$ cat config.mk
export PLATFORM = sky130hd
export DESIGN_NAME = programmable_clock_divider
export DESIGN_NICKNAME = d
export VERILOG_FILES = /design/src/rtl/programmable_clock_divider.sv
export SDC_FILE = /design/constraint.sdc
export NUM_CORES = 1
export LEC_CHECK = 0
export CAP_MARGIN = 10
export CORE_ASPECT_RATIO = 1.5
export CORE_MARGIN = 5
export CORE_UTILIZATION = 46
export CTS_CLUSTER_DIAMETER = 80
export DETAILED_ROUTE_END_ITERATION = 8
export HOLD_SLACK_MARGIN = 0.06
export MAX_ROUTING_LAYER = met4
export SLEW_MARGIN = 20
export SYNTH_ARGS = -nofsm -noshare
export SYNTH_HDL_FRONTEND = slang
export SYNTH_SLANG_ARGS = --single-unit
$ cat constraint.sdc
create_clock -name clock -period 6.3 [get_ports clock]
set_clock_uncertainty 0.2 [all_clocks]
set_input_delay 0.945 -clock clock [delete_from_list [all_inputs] [get_ports clock]]
set_output_delay 0.945 -clock clock [all_outputs]
set_load 0.1 [all_outputs]
$ cat src/rtl/programmable_clock_divider.sv
// programmable_clock_divider
// Multi-channel runtime-programmable clock divider and tick generator.
// Each channel runs its own counter against its own divisor. Each channel
// produces a near-50% duty divided clock and a one-cycle tick in the last
// cycle of every period.
//
// Configuration handshake (valid/ready): a request transfers on a rising
// edge where cfg_valid && cfg_ready. cfg_valid and the cfg_* payload must be
// held stable until that edge. cfg_ready depends only on registered state:
// it is low only while a deferred request waits in the single pending slot.
module programmable_clock_divider #(
  parameter int CHANNELS        = 4,
  parameter int CHANNEL_BITS    = 2,
  parameter int COUNTER_SIZE    = 16,
  parameter int DEFAULT_DIVISOR = 50
) (
  input  logic                    clock,
  input  logic                    reset_n,
  input  logic [CHANNELS-1:0]     enable,
  input  logic                    sync_restart,
  input  logic                    cfg_valid,
  output logic                    cfg_ready,
  input  logic [CHANNEL_BITS-1:0] cfg_channel,
  input  logic [COUNTER_SIZE-1:0] cfg_divisor,
  input  logic                    cfg_immediate,
  output logic [CHANNELS-1:0]     tick,
  output logic [CHANNELS-1:0]     divided_clock
);

  localparam logic [COUNTER_SIZE-1:0] ONE     = COUNTER_SIZE'(1);
  localparam logic [COUNTER_SIZE-1:0] TWO     = COUNTER_SIZE'(2);
  localparam logic [COUNTER_SIZE-1:0] DEF_DIV = COUNTER_SIZE'(DEFAULT_DIVISOR);

  // Per-channel state
  logic [COUNTER_SIZE-1:0] r_div [CHANNELS];
  logic [COUNTER_SIZE-1:0] r_cnt [CHANNELS];
  logic [CHANNELS-1:0]     r_tick;
  logic [CHANNELS-1:0]     r_dclk;

  // Single pending slot for deferred configuration
  logic                    r_pend_valid;
  logic [CHANNEL_BITS-1:0] r_pend_ch;
  logic [COUNTER_SIZE-1:0] r_pend_div;

  // Combinational next-state
  logic                    w_accept;
  logic                    w_ch_ok;
  logic                    w_imm_accept;
  logic                    w_def_accept;
  logic [COUNTER_SIZE-1:0] w_cfg_div;
  logic [CHANNELS-1:0]     w_imm_hit;
  logic [CHANNELS-1:0]     w_pend_hit;
  logic [CHANNELS-1:0]     w_pend_take;
  logic [CHANNELS-1:0]     w_wrap;
  logic [COUNTER_SIZE-1:0] w_div_nxt [CHANNELS];
  logic [COUNTER_SIZE-1:0] w_cnt_nxt [CHANNELS];
  logic [COUNTER_SIZE-1:0] w_half    [CHANNELS];
  logic [CHANNELS-1:0]     w_tick_nxt;
  logic [CHANNELS-1:0]     w_dclk_nxt;

  assign cfg_ready     = ~r_pend_valid;
  assign tick          = r_tick;
  assign divided_clock = r_dclk;

  // Decode the configuration request; out-of-range channels are accepted and dropped
  always_comb begin
    w_accept     = cfg_valid && cfg_ready;
    w_ch_ok      = int'(cfg_channel) < CHANNELS;
    w_imm_accept = w_accept && w_ch_ok && cfg_immediate;
    w_def_accept = w_accept && w_ch_ok && !cfg_immediate;
    w_cfg_div    = (cfg_divisor < TWO) ? TWO : cfg_divisor;
  end

  // Per-channel next counter/divisor with priority: immediate, sync, wrap, count, park
  always_comb begin
    for (int i = 0; i < CHANNELS; i++) begin
      w_imm_hit[i]   = w_imm_accept && (int'(cfg_channel) == i);
      w_pend_hit[i]  = r_pend_valid && (int'(r_pend_ch) == i);
      w_wrap[i]      = (r_cnt[i] == (r_div[i] - ONE));
      w_pend_take[i] = 1'b0;
      w_div_nxt[i]   = r_div[i];
      w_cnt_nxt[i]   = r_cnt[i];
      if (w_imm_hit[i]) begin
        // An immediate write also cancels a deferred one aimed at this channel
        w_div_nxt[i]   = w_cfg_div;
        w_cnt_nxt[i]   = enable[i] ? '0 : (w_cfg_div - ONE);
        w_pend_take[i] = w_pend_hit[i];
      end else if (enable[i] && (sync_restart || w_wrap[i])) begin
        w_cnt_nxt[i] = '0;
        if (w_pend_hit[i]) begin
          w_div_nxt[i]   = r_pend_div;
          w_pend_take[i] = 1'b1;
        end
      end else if (enable[i]) begin
        w_cnt_nxt[i] = r_cnt[i] + ONE;
      end else if (w_pend_hit[i]) begin
        // Disabled target: take the new divisor now and park at its last count
        w_div_nxt[i]   = r_pend_div;
        w_cnt_nxt[i]   = r_pend_div - ONE;
        w_pend_take[i] = 1'b1;
      end else begin
        w_cnt_nxt[i] = r_div[i] - ONE;
      end
      w_half[i]     = w_div_nxt[i] - (w_div_nxt[i] >> 1);
      w_tick_nxt[i] = enable[i] && (w_cnt_nxt[i] == (w_div_nxt[i] - ONE));
      w_dclk_nxt[i] = enable[i] && (w_cnt_nxt[i] < w_half[i]);
    end
  end

  // Channel counters, divisors and registered output decodes
  always_ff @(posedge clock or negedge reset_n) begin
    if (!reset_n) begin
      for (int i = 0; i < CHANNELS; i++) begin
        r_div[i] <= DEF_DIV;
        r_cnt[i] <= DEF_DIV - ONE;
      end
      r_tick <= '0;
      r_dclk <= '0;
    end else begin
      for (int i = 0; i < CHANNELS; i++) begin
        r_div[i] <= w_div_nxt[i];
        r_cnt[i] <= w_cnt_nxt[i];
      end
      r_tick <= w_tick_nxt;
      r_dclk <= w_dclk_nxt;
    end
  end

  // Pending slot: filled by a deferred accept, emptied when its target takes it
  always_ff @(posedge clock or negedge reset_n) begin
    if (!reset_n) begin
      r_pend_valid <= 1'b0;
      r_pend_ch    <= '0;
      r_pend_div   <= DEF_DIV;
    end else begin
      if (|w_pend_take) begin
        r_pend_valid <= 1'b0;
      end
      if (w_def_accept) begin
        r_pend_valid <= 1'b1;
        r_pend_ch    <= cfg_channel;
        r_pend_div   <= w_cfg_div;
      end
    end
  end

endmodule

==> key figures <==
Timing
  • Slew headroom: 15.9%
  • Endpoints failing setup: 4
  • F_max: 144 MHz
  • Pins Over Slew Limit: 0
  • Post-route setup slack: -0.649 ns
  • Fin crit period: 6.95 ns
  • Hold slack: 0.250 ns
  • Setup TNS: -2.10 ns
  • Tcrit/Tclk final: 110%
  • Worst-margin pin slew: 1.25 ns
  • Final count of hold timing violations: 0
  • RSZ-0062 raised after global routing: true

Synth
  • Yosys warns: 0
  • Area share of and/or/nand/nor cells after synthesis: 23.3%
  • Post-synth top area share: 16.1%
  • Synth Area in Compound Gates: 21.7%
  • EDFF count, synth: 0
  • Adder-cell share of the synthesized area: 12.9%
  • Avg Cell Area, Syn: 7.81 um^2
  • Post-Syn Instances: 2542
  • Post-synthesis sequential area ratio: 19.7%
  • Cell area after synthesis: 19900 um^2
  • Post-synth ARST share: 100%
  • Most used DFF post-synth: dfrtp_1
  • Mapped Nets: 2772
  • Post-synthesis mux area share: 1.85%
  • Largest family of logic cells by synthesized area: simple AND/OR/NAND/NOR gates
  • Cell taking the most area after synthesis: dfrtp_1
  • #FFs+latches synth: 155
  • Post-Synth XOR/XNOR Area: 14.5%
  • Synth unique cells: 97
  • Top cells by area, synth: dfrtp_1 16%, ha_1 13%, xnor2_1 8.8%

Critical path
  • CP max FO: 3
  • Worst path max stage delay: 0.57 ns
  • Crit path DAT: 7.14 ns
  • CP max stage cell: or4_4
  • Crit Path Class: flip-flop to flip-flop
  • Critical Path Source Type: flip-flop
  • Worst path required time: 6.49 ns
  • Worst Setup End Kind: flip-flop

Floorplan
  • # IOs: 36
  • Die Y: 264 um
  • Die Area: 47500 um^2
  • # rows: 93
  • Die width: 180 um
  • Initial Util: 46.4%
  • Core Area: 42800 um^2

CTS
  • Worst-Skew Late Latency: 0.46 ns
  • Max clock buf depth: 2
  • H-Tree Depth: 4
  • CTS clk-pin slew, worst paths: 0.08 ns
  • CTS sink cnt: 155
  • CTS root buf: clkbuf_16
  • TritonCTS buffer count: 17
  • CTS tree: done

Placed design
  • DP Worst Slack: -0.710 ns
  • Port Buffer Count: 35
  • RD Place Congestion: 1.04
  • Placed Area: 25000 um^2
  • HPWL Detailed: 70400 um

Flow run
  • # Max-Cap Violations: 0

Final layout
  • Layout Nets: 3333
  • Util after Layout: 62.5%
  • Final Cell Area: 26700 um^2
  • # fillers: 3890
  • Area delta synth->final: 34.7%
  • Layout cell share with drive strength beyond 1: 29.4%

Detailed routing
  • Via/cell ratio: 5.99
  • ANT nets after route: 0
  • DRC: 0
  • First-pass detailed-route iteration total: 6
  • DRT iter0 DRCs: 1756
  • Via count: 22100
  • Drt wl/cell: 24.0 um
  • Final WL: 88400 um

Hold path
  • Hold Path Class: primary input to async pin

GRT
  • GRT Residual Overflow: 0
  • Number of global-route vias before repair: 22000
  • Largest net degree at the start of global routing: 58
  • GRT Resource Usage Total: 36.6%
  • Initial antenna violation count: 2
  • First-pass GRT wire length: 131000 um

Run status
  • Violated checks: setup timing
  • Status: finished with violations

Pwr
  • PwrDens: 726 nW/um^2
  • Worst IR Drop VDD: 0.592 mV
  • Leak: 11.9 nW
-- cells in the mapped netlist, drive strengths merged (11+ instances only) --
cell type  instances
dfrtp            128
mux2              12
o21ai            129
a211oi            37
a21oi            137
ha               199
xnor3             13
o21a              12
nor3              72
o21bai            21
and3              37
xor2              94
o211ai            43
a2111oi           11
nand4             38
or4               18
or2               12
inv              173
mux2i             21
nand2            193
or3               26
and4              11
and2              20
a21o              17
nor2             199
buf               13
a31o              20
o31ai             11
o22ai             35
nand2b            30
nor4              41
xnor2            199
nand3            109
nor2b             38
dfstp             27
a31oi             47
clkbuf           126
-- state kept, by name, indices dropped and copies added (netlist names) --
register and cells:
divided_clock 4, r_cnt 64, r_div 64, r_pend_ch 2
r_pend_div 16, r_pend_valid 1, tick 4
-- worst max-delay path, delay by kind of cell (launching register included) --
family	cells	cell delay (ns)
AND/OR/NAND/NOR	9	2.37
adder cells (fa/ha/maj)	3	0.74
flip-flops	1	0.41
buffers and inverters	3	0.29
AO/OA/AOI/OAI	19	2.86
-- cell families (layout without fill, tap and decap cells) --
kind of cell | after synthesis | after routing
flops | 155 | 155
fa+ha+maj | 203 | 203
xor+xnor | 307 | 307
simple gates | 895 | 896
other cells | 0 | 2
mux | 34 | 34
buf+inv | 312 | 885
compound gates | 636 | 636
-- worst paths after layout --
check,start,end,slack (ns),cells after the start
min reg2reg,r_pend_div[1],r_pend_div[1],0.37,2
min in group clock,r_pend_div[1],r_pend_div[1],0.37,2
min,reset_n,r_div[18],0.25,1
max in group asynchronous,reset_n,r_cnt[50],4.46,2
max reg2reg,r_div[3],divided_clock[3],-0.65,34
max,r_div[3],divided_clock[3],-0.65,34
-- timing repair --
| action | in CTS | in global routing |
|---|---|---|
| hold buffers | 0 | 0 |
| gates resized for setup | 83 | 60 |
| setup endpoints to repair | 4 | 4 |
| buffers inserted | 41 | 19 |
| gates cloned | 1 | 0 |
| pin swaps | 66 | 63 |
-- final cells by class --
| type | count | area (um^2) | area share [%] |
|---|---|---|---|
| clock buffer | 17 | 425 | 1.59 |
| multi-input combinational | 2076 | 15600 | 58.3 |
| timing repair buffer | 680 | 5260 | 19.7 |
| clock inverter | 15 | 180 | 0.674 |
| antenna | 2 | 5.00 | 0.0187 |
| tap | 570 | 713 | 2.67 |
| inverter | 173 | 649 | 2.43 |
| sequential | 155 | 3910 | 14.6 |
-- metrics by stage --
stage	cells	total power [mW]
5_1_grt	3688	20.8
2_1_floorplan	2542	10.9
4_1_cts	3667	18.6
3_5_place_dp	3593	16.8
6_report	3688	19.4
3_3_place_gp	3593	16.4
-- routing by layer --
layer  up-vias  part of all wire, %  global-route usage [%]  wire length [um]
met3       321                  5.4                    5.39              4780
li1      10300                    -                       -                 -
met1     10600                   38                    39.7             33500
met2       839                   48                    62.0             42500
met4         0                  8.6                    24.5              7640
met5         -                    0                       -                 0
-- cells in the final DEF, fill, tap and decap left out, drive strengths merged, types with 13 or more instances in the layout --
| cell | Yosys | final |
|---|---|---|
| buf | 13 | 646 |
| xnor2 | 199 | 199 |
| ha | 199 | 199 |
| nor2 | 199 | 199 |
| nand2 | 193 | 193 |
| inv | 173 | 181 |
| a21oi | 137 | 137 |
| o21ai | 129 | 129 |
| dfrtp | 128 | 128 |
| nand3 | 109 | 109 |
| xor2 | 94 | 94 |
| nor3 | 72 | 72 |
| a31oi | 47 | 47 |
| o211ai | 43 | 43 |
| nor4 | 41 | 41 |
| nand4 | 38 | 38 |
| nor2b | 38 | 38 |
| and3 | 37 | 37 |
| a211oi | 37 | 37 |
| o22ai | 35 | 35 |
| clkdlybuf4s50 | 0 | 34 |
| nand2b | 30 | 30 |
| dfstp | 27 | 27 |
| or3 | 26 | 26 |
| mux2i | 21 | 21 |
| o21bai | 21 | 21 |
| and2 | 20 | 20 |
| a31o | 20 | 20 |
| or4 | 18 | 19 |
| a21o | 17 | 17 |
| clkbuf | 126 | 17 |
| xnor3 | 13 | 13 |
-- power by group --
part	switching [mW]	internal (mW)	total, mW
sequential	0.690	1.51	2.20
clock	0.548	0.570	1.12
combinational	8.40	7.69	16.1
Power figures use the tool's default switching activity.
